$ cat src/rtl/clk_gen_pulse_pkg.sv
// rtl/clk_gen_pulse_pkg.sv - shared constants for the clock-strobe generator
package clk_gen_pulse_pkg;
   localparam int   MIN_DIV           = 2;
   localparam logic EDGE_RISE         = 1'b0;
   localparam logic EDGE_FALL         = 1'b1;
   localparam int   DIV_W_DEFAULT     = 16;
   localparam int   DIV_RESET_DEFAULT = 4;
endpackage

$ cat src/rtl/clk_gen_load.sv
// rtl/clk_gen_load.sv - divisor shadow register, clamp and div_busy handshake
module clk_gen_load
   import clk_gen_pulse_pkg::*;
#(
   parameter int DIV_W     = DIV_W_DEFAULT,
   parameter int DIV_RESET = DIV_RESET_DEFAULT
) (
   input  logic             clk,
   input  logic             rst,
   input  logic             en,
   input  logic             restart,
   input  logic [DIV_W-1:0] div_in,
   input  logic             div_load,
   output logic             div_busy,
   output logic             apply,
   output logic [DIV_W-1:0] new_div
);

   logic             pending;
   logic             accept;
   logic [DIV_W-1:0] div_clamped;

   // An idle generator has no period to finish, so a pending value applies at once.
   always_comb begin
      accept      = div_load & ~div_busy;
      apply       = pending & (restart | ~en);
      div_clamped = (div_in < DIV_W'(MIN_DIV)) ? DIV_W'(MIN_DIV) : div_in;
   end

   always_ff @(posedge clk) begin
      if (rst) begin
         new_div  <= DIV_W'(DIV_RESET);
         pending  <= 1'b0;
         div_busy <= 1'b0;
      end else if (accept) begin
         new_div  <= div_clamped;
         pending  <= 1'b1;
         div_busy <= en;
      end else if (apply) begin
         pending  <= 1'b0;
         div_busy <= 1'b0;
      end
   end

endmodule

$ cat src/rtl/clk_gen_pulse.sv
// rtl/clk_gen_pulse.sv - divided clock and edge strobe on the fast clock
// CLK_GEN_SYNC_EN adds the sync_in phase-restart input.
module clk_gen_pulse
   import clk_gen_pulse_pkg::*;
#(
   parameter int DIV_W     = DIV_W_DEFAULT,
   parameter int DIV_RESET = DIV_RESET_DEFAULT
) (
   input  logic             clk,
   input  logic             rst,
   input  logic             en,
   input  logic             EDGE,
   input  logic [DIV_W-1:0] div_in,
   input  logic             div_load,
`ifdef CLK_GEN_SYNC_EN
   input  logic             sync_in,
`endif
   output logic             div_busy,
   output logic             clk_out,
   output logic             clk_pulse
);

   logic [DIV_W-1:0] cnt;
   logic [DIV_W-1:0] n_div;
   logic [DIV_W-1:0] new_div;
   logic [DIV_W-1:0] half;
   logic [DIV_W-1:0] cnt_next;
   logic             apply;
   logic             wrap;
   logic             restart;
   logic             out_next;
   logic             pulse_next;

   clk_gen_load #(
      .DIV_W     (DIV_W),
      .DIV_RESET (DIV_RESET)
   ) u_load (
      .clk      (clk),
      .rst      (rst),
      .en       (en),
      .restart  (restart),
      .div_in   (div_in),
      .div_load (div_load),
      .div_busy (div_busy),
      .apply    (apply),
      .new_div  (new_div)
   );

   // Edges are detected on the next-state value so the strobe lines up with clk_out.
   always_comb begin
      half = n_div >> 1;
      wrap = en && (cnt == n_div - DIV_W'(1));
`ifdef CLK_GEN_SYNC_EN
      restart = wrap | (en & sync_in);
`else
      restart = wrap;
`endif
      cnt_next   = restart ? '0 : cnt + DIV_W'(1);
      out_next   = (cnt_next >= half);
      pulse_next = (EDGE == EDGE_RISE) ? (~clk_out & out_next) : (clk_out & ~out_next);
   end

   always_ff @(posedge clk) begin
      if (rst) begin
         cnt       <= '0;
         n_div     <= DIV_W'(DIV_RESET);
         clk_out   <= 1'b0;
         clk_pulse <= 1'b0;
      end else begin
         if (!en) begin
            cnt       <= '0;
            clk_out   <= 1'b0;
            clk_pulse <= 1'b0;
         end else begin
            cnt       <= cnt_next;
            clk_out   <= out_next;
            clk_pulse <= pulse_next;
         end
         if (apply) begin
            n_div <= new_div;
         end
      end
   end

endmodule

$ cat config.mk
export PLATFORM = sky130hd
export DESIGN_NAME = clk_gen_pulse
export DESIGN_NICKNAME = d
export VERILOG_FILES = /design/src/rtl/clk_gen_pulse_pkg.sv /design/src/rtl/clk_gen_load.sv /design/src/rtl/clk_gen_pulse.sv
export SDC_FILE = /design/constraint.sdc
export NUM_CORES = 1
export LEC_CHECK = 0
export BUFFER_PORTS_ARGS = -buffer_cell sky130_fd_sc_hd__buf_2
export CORE_MARGIN = 1.5
export CORE_UTILIZATION = 35
export DETAILED_ROUTE_END_ITERATION = 16
export HOLD_SLACK_MARGIN = 0.1
export SLEW_MARGIN = 20
export SYNTH_ARGS = -nofsm -noshare
export SYNTH_HDL_FRONTEND = slang
export SYNTH_SLANG_ARGS = --single-unit
$ cat constraint.sdc
create_clock -name clk -period 3.94 [get_ports clk]
set_input_delay 0.591 -clock clk [delete_from_list [all_inputs] [get_ports clk]]
set_output_delay 0.591 -clock clk [all_outputs]
set_load 0.03 [all_outputs]
==> results of run 1 <==
-- layout make-up --
type,count,share of cell area
multi-input cells,286,0.543
flip-flops and latches,52,0.282
repair buffers,48,0.0912
well taps,108,0.0364
inverters,23,0.0232
clock buffers,6,0.0195
clock inverters,2,0.00438
-- layer usage --
metal,up-vias,GRT usage,part of all wire
li1,1369,-,-
met4,0,0.0390,0.014
met3,10,0.0296,0.029
met1,1230,0.220,0.51
met2,45,0.226,0.45
met5,-,0,0
-- critical path: stages (launching register included) --
cell and delay [ns]:
dfxtp_4 0.36, or4_4 0.57, nor3_4 0.23, xnor2_2 0.11, nor4_4 0.32, o211ai_4 0.13, nor3_4 0.21, buf_12 0.13
buf_12 0.10, nor2_1 0.05, ha_1 0.29, nand4_1 0.19, nor4_4 0.39, o22ai_2 0.15, and4_1 0.20, a211o_1 0.26
-- placed cells by master (no fill, tap or decap), types with 2 or more instances in the layout --
| cell type | netlist | final |
|---|---|---|
| ha_4 | 0 | 2 |
| nor2_1 | 42 | 39 |
| nor4_1 | 8 | 4 |
| o31a_1 | 2 | 2 |
| nor2b_1 | 3 | 2 |
| nor3_4 | 2 | 3 |
| nand2_1 | 64 | 64 |
| buf_12 | 0 | 2 |
| buf_4 | 0 | 21 |
| a21o_1 | 3 | 3 |
| nor4_4 | 1 | 2 |
| a21oi_1 | 19 | 19 |
| inv_1 | 21 | 21 |
| and2_1 | 3 | 2 |
| or3_1 | 3 | 3 |
| and3_1 | 3 | 3 |
| a211o_1 | 2 | 2 |
| dfxtp_4 | 0 | 2 |
| and4_1 | 2 | 2 |
| o21ai_0 | 3 | 2 |
| xor2_1 | 16 | 16 |
| o21a_1 | 4 | 4 |
| mux2i_1 | 17 | 17 |
| xnor2_1 | 18 | 17 |
| ha_1 | 17 | 15 |
| nor2_4 | 0 | 2 |
| nor3_1 | 5 | 5 |
| o211ai_1 | 3 | 3 |
| nand3_1 | 11 | 10 |
| buf_2 | 2 | 23 |
| nand2b_1 | 5 | 4 |
| dfxtp_1 | 52 | 49 |
| nand4_1 | 8 | 8 |
| nor4_2 | 1 | 4 |
| clkbuf_8 | 0 | 5 |
-- state kept, by name (all words and copies together), names as in the netlist --
| name | count |
|---|---|
| u_load.new_div | 16 |
| clk_pulse | 1 |
| clk_out | 1 |
| cnt | 16 |
| n_div | 16 |
| u_load.pending | 1 |
| u_load.div_busy | 1 |
-- power groups by stage --
stage / clock (W) / combinational [W] / sequential [W]
floorplan: 0 / 0.0000916 / 0.000569
global placement: 0 / 0.000127 / 0.000568
detailed placement: 0 / 0.000129 / 0.000569
CTS: 0.000324 / 0.000130 / 0.000556
global route: 0.000354 / 0.000161 / 0.000558
finish: 0.000317 / 0.000145 / 0.000555
-- cell families (layout without fill, tap and decap cells) --
kind of cell	after synthesis	after routing	synth area share
adders and majority gates	17	17	0.0688
xor gates and xnor gates	34	34	0.0963
DFF	52	52	0.337
AOI/OAI and AO/OA	51	51	0.125
buffers and inverters	40	79	0.0542
and+or+nand+nor	167	167	0.265
muxes	17	17	0.0550
-- through the flow --
step,instances,setup TNS [ns]
2_1_floorplan,378,0
3_3_place_gp,501,0
3_5_place_dp,501,-0.0213
4_1_cts,509,0
5_1_grt,525,-0.0158
6_report,525,0
-- timing repair --
action	4_1_cts	5_1_grt
hold buffers	0	0
setup endpoints to repair	1	2
resized for setup	2	31
pin swaps	0	21
setup buffers	0	17
-- worst paths after layout --
check                                  startpoint        end  slack, ns  cells after the start
worst max-delay path                     n_div[4]  clk_pulse       0.15                     15
worst min-delay path            u_load.new_div[8]   n_div[8]       0.45                      2
worst max register to register           n_div[4]  clk_pulse       0.15                     15
worst min register to register  u_load.new_div[8]   n_div[8]       0.45                      2
==> flow_metrics.env, run 1 <==
export IMPL_skew_ns=0.0103
export IMPL_final_util=0.430
export IMPL_worstPathMaxFanout=5
export IMPL_via_count=2654
export IMPL_endpoint_kind="register"
export IMPL_fillCellCount=858
export IMPL_start_util=0.358
export IMPL_synthTopCellsByCount="nand2_1 (64), dfxtp_1 (52), nor2_1 (42)"
export IMPL_via_per_inst=5.06
export IMPL_pre_cts_ws_ns=-0.0213
export IMPL_dr_pass1_iters=4
export IMPL_max_freq_ghz=0.264
export IMPL_ys_seq_area_frac=0.337
export IMPL_cts_made_buffers=5
export IMPL_p_leak_nw=1.59
export IMPL_clk_pin_slew_ns=0.11
export IMPL_netlist_instances=378
export IMPL_ioPinCount=24
export IMPL_period_needed_ns=3.79
export IMPL_register_area_um2=1050
export IMPL_async_flop_share=0
export IMPL_synth_most_common_cell="nand2_1"
export IMPL_multi_input_area_um2=2020
export IMPL_antenna_cells=0
export IMPL_switching_share=0.281
export IMPL_fin_hold_ws_ns=0.452
export IMPL_worstPathArrival_ns=3.99
export IMPL_wl_um=7270
export IMPL_die_area_um2=9410
export IMPL_ys_flop_type="dfxtp_1"
export IMPL_drive_gt1_frac=0.213
export IMPL_postPlaceCellArea_um2=3340
export IMPL_clk_latency_ns=0.31
export IMPL_area_growth_pct=20.2
export IMPL_synth_top_area_share=0.337
export IMPL_vdd_drop_max_mv=0.154
export IMPL_grt_pass1_wl_um=11700
export IMPL_tightestPinTransition_ns=0.715
export IMPL_grt_pass1_vias=2424
export IMPL_cts_sink_count=52
export IMPL_switchingPower_w=0.000286
export IMPL_final_area_um2=3720
export IMPL_ant_nets=0
export IMPL_synth_area_per_cell_um2=8.18
export IMPL_die_x_um=97.0
export IMPL_synth_edff_count=0
export IMPL_period_share=0.961
export IMPL_power_w=0.00102
export IMPL_drt_initial_drc_count=114
export IMPL_seqPwrFrac=0.546
export IMPL_setup_ws_ns=0.154
export IMPL_htreeDepth=2
export IMPL_root_buffer="clkbuf_8"
export IMPL_synth_warnings=0
export IMPL_fp_row_count=34
export IMPL_antenna_found_initial=0
export IMPL_cellInternalPower_w=0.000732
export IMPL_synth_top_cells_by_area="dfxtp_1 (34%), nand2_1 (7.8%), ha_1 (6.9%)"
export IMPL_critPathKind="reg -> reg"
export IMPL_p_comb_frac=0.143
export IMPL_wl_per_cell_um=13.9
export IMPL_core_um2=8640
export IMPL_slew_viol_final=0
export IMPL_io_buffer_count=23
export IMPL_critical_path_required_ns=4.15
export IMPL_grt_max_degree=35
export IMPL_netlist_area_um2=3090
export IMPL_hpwl_um=5120
export IMPL_nets=454
export IMPL_hold_viol_final=0
export IMPL_grt_use_total=0.151
export IMPL_cts_tree="done"
export IMPL_clock_path_buffers=2
export IMPL_max_cap_viol_count=0
export IMPL_synth_cell_types=54
export IMPL_overflow=0
export IMPL_fp_dieH_um=97.0
export IMPL_routabilityCongestion=0.796
export IMPL_setup_viol=0
export IMPL_drc=0
export IMPL_outcome="finished clean"
export IMPL_clkPwrFrac=0.312
export IMPL_ys_ff_latch=52
export IMPL_crit_path_start_kind="register"
export IMPL_syn_num_nets=416
export IMPL_p_per_area_nw_per_um2=274
export IMPL_max_slew_margin=0.523
export IMPL_hp_class="reg -> reg"
export IMPL_yosysTopAreaCell="dfxtp_1"
Power figures use the tool's default switching activity.
==> inputs of run 2 (changes only) <==
CORE_UTILIZATION = 47   (was 35)
PLACE_DENSITY = 0.67   (was default)
==> run 2 against run 1 <==
Net effect:
- clock power hardly changed
- cell count fell by 8.6%
- wire length decreased by 12%
- combinational power fell by 8%
- via count shrank 4.1%
- fmax increased by 3.1%
- cell area is 7.2% lower
- power decreased by 0.89%
- die area fell by 25%
- register-to-register slack gained 0.11 ns
- flip-flop and latch count unchanged
- critical path type unchanged
- critical endpoint unchanged
==> flow_metrics.env, run 2 (synthesis gave the netlist of run 1 again) <==
export IMPL_worstPathArrival_ns=3.89
export IMPL_hp_class="reg -> reg"
export IMPL_hold_end="n_div[8]"
export IMPL_fillCellCount=606
export IMPL_root_buffer="clkbuf_8"
export IMPL_path_buf_inv=1
export IMPL_dr_wl_met2_um=2750
export IMPL_ioPinCount=24
export IMPL_p_leak_nw=1.49
export IMPL_crit_path_cell_trace="or4_4 > nor3_2 > xnor2_1 > nor4_4 > o211ai_4 > nor3_4 > buf_12 > nor2_1 > ha_1 > and2_1 > nand3_1 > nor4_4 > o22ai_2 > and4_1 > a211o_1"
export IMPL_top_regs="cnt x16, n_div x16, u_load.new_div x16"
export IMPL_outcome="finished clean"
export IMPL_die_x_um=84.1
export IMPL_max_slew_margin=0.353
export IMPL_period_needed_ns=3.67
export IMPL_crit_family="simple AND/OR/NAND/NOR gates"
export IMPL_min_delay_start="u_load.new_div[8]"
export IMPL_fp_dieH_um=84.1
export IMPL_via_per_inst=5.30
export IMPL_vdd_drop_max_mv=0.214
export IMPL_routabilityCongestion=0.901
export IMPL_top_layer="met4"
export IMPL_ant_nets=0
export IMPL_cp_num_cells=15
export IMPL_skew_ns=0.00984
export IMPL_max_cap_viol_count=0
export IMPL_tightestPinTransition_ns=0.968
export IMPL_grt_use_total=0.195
export IMPL_final_area_um2=3450
export IMPL_core_um2=6350
export IMPL_post_cts_repair_setup_buffers=0
export IMPL_htreeDepth=2
export IMPL_setup_tns_final_ns=0
export IMPL_cts_sink_count=52
export IMPL_wl_um=6390
export IMPL_period_share=0.932
export IMPL_power_w=0.00101
export IMPL_wl_per_cell_um=13.3
export IMPL_start_util=0.487
export IMPL_hold_buffers=0
export IMPL_worst_r2r_cell_count=15
export IMPL_path_common_cell="nor4_4"
export IMPL_overflow=0
export IMPL_io_buffer_count=23
export IMPL_cts_tree="done"
export IMPL_clk_latency_ns=0.31
export IMPL_critPathKind="reg -> reg"
export IMPL_crit_path_start_kind="register"
export IMPL_max_freq_ghz=0.272
export IMPL_slew_viol_final=0
export IMPL_layout_commonest_cell="nand2_1"
export IMPL_drc=0
export IMPL_critical_path_required_ns=4.15
export IMPL_whs_path_depth=2
export IMPL_setup_viol=0
export IMPL_wl_met1_um=3370
export IMPL_die_area_um2=7080
export IMPL_area_growth_pct=11.5
export IMPL_multi_input_area_um2=1920
export IMPL_register_area_um2=1040
export IMPL_via_count=2546
export IMPL_grt_pass1_wl_um=11400
export IMPL_grt_pass1_vias=2405
export IMPL_drt_initial_drc_count=144
export IMPL_endpoint_kind="register"
export IMPL_worstPathMaxFanout=16
export IMPL_final_cell_mix="nand2_1 (64), dfxtp_1 (52), nor2_1 (42)"
export IMPL_nets=440
export IMPL_r2r_end="clk_pulse"
export IMPL_fp_row_count=29
export IMPL_antenna_cells=0
export IMPL_route_met3_wl_um=221
export IMPL_drive_gt1_frac=0.149
export IMPL_postPlaceCellArea_um2=3320
export IMPL_p_per_area_nw_per_um2=292
export IMPL_rsz0062_at_grt="false"
export IMPL_r2r_slack_ns=0.27
export IMPL_hold_viol_final=0
export IMPL_hpwl_um=4930
export IMPL_max_stage_delay_ns=0.57
export IMPL_r2r_start="n_div[4]"
export IMPL_slowest_stage="or4_4"
export IMPL_antenna_found_initial=0
export IMPL_clk_pin_slew_ns=0.11
export IMPL_grt_max_degree=35
export IMPL_cts_repair_resized=0
export IMPL_clock_path_buffers=2
export IMPL_cts_made_buffers=5
export IMPL_dr_pass1_iters=4
run 2: cell types whose count changed in the layout (fill, tap and decap cells not counted), moves of 2 or more:
| cell | previous run | this run |
|---|---|---|
| buf_4 | 21 | 10 |
| dfxtp_4 | 2 | 0 |
| nor2_1 | 39 | 42 |
| ha_4 | 2 | 0 |
| dfxtp_1 | 49 | 52 |
| nor2_4 | 2 | 0 |
| ha_1 | 15 | 17 |
run 2: report_power, final:
group	leakage [nW]	internal (W)	switching, W
clock	0.0485	0.000128	0.000191
combinational	1.02	0.0000563	0.0000779
sequential	0.423	0.000543	0.0000128
total	1.49	0.000727	0.000281
run 2: area by class of cell:
cell class / count / area share
inverters: 23 / 0.0250
clock buffers: 5 / 0.0199
well taps: 77 / 0.0279
flip-flops and latches: 52 / 0.302
clock inverters: 3 / 0.00653
repair buffers: 34 / 0.0609
multi-input cells: 286 / 0.558
run 2: worst max path at each step:
stage                        start         to  slack, ns
after CTS                 n_div[4]  clk_pulse       0.11
after detailed placement  n_div[4]  clk_pulse       0.13
after global routing      n_div[4]  clk_pulse      0.003
after global placement    n_div[4]  clk_pulse       0.19
after floorplan           n_div[3]  clk_pulse       0.26
final                     n_div[4]  clk_pulse       0.27
run 2: tightest hold or removal path: stages, from the launching register on:
cell	delay [ns]
dfxtp_1	0.32
nand2_1	0.05
mux2i_1	0.05
run 2: routing by layer:
metal / vias to the layer above / GRT usage
li1: 1342 / -
met1: 1162 / 0.287
met2: 37 / 0.300
met3: 5 / 0.0326
met4: 0 / 0.0462
met5: - / 0
run 2: metrics by stage:
stage,worst slack [ns],instances,utilization,hold slack (ns)
detailed placement,0.128,472,0.523,0.448
CTS,0.113,480,0.537,0.460
finish,0.267,480,0.543,0.453
global placement,0.186,472,0.523,0.442
global route,0.00348,480,0.543,0.486
floorplan,0.257,378,-,0.435
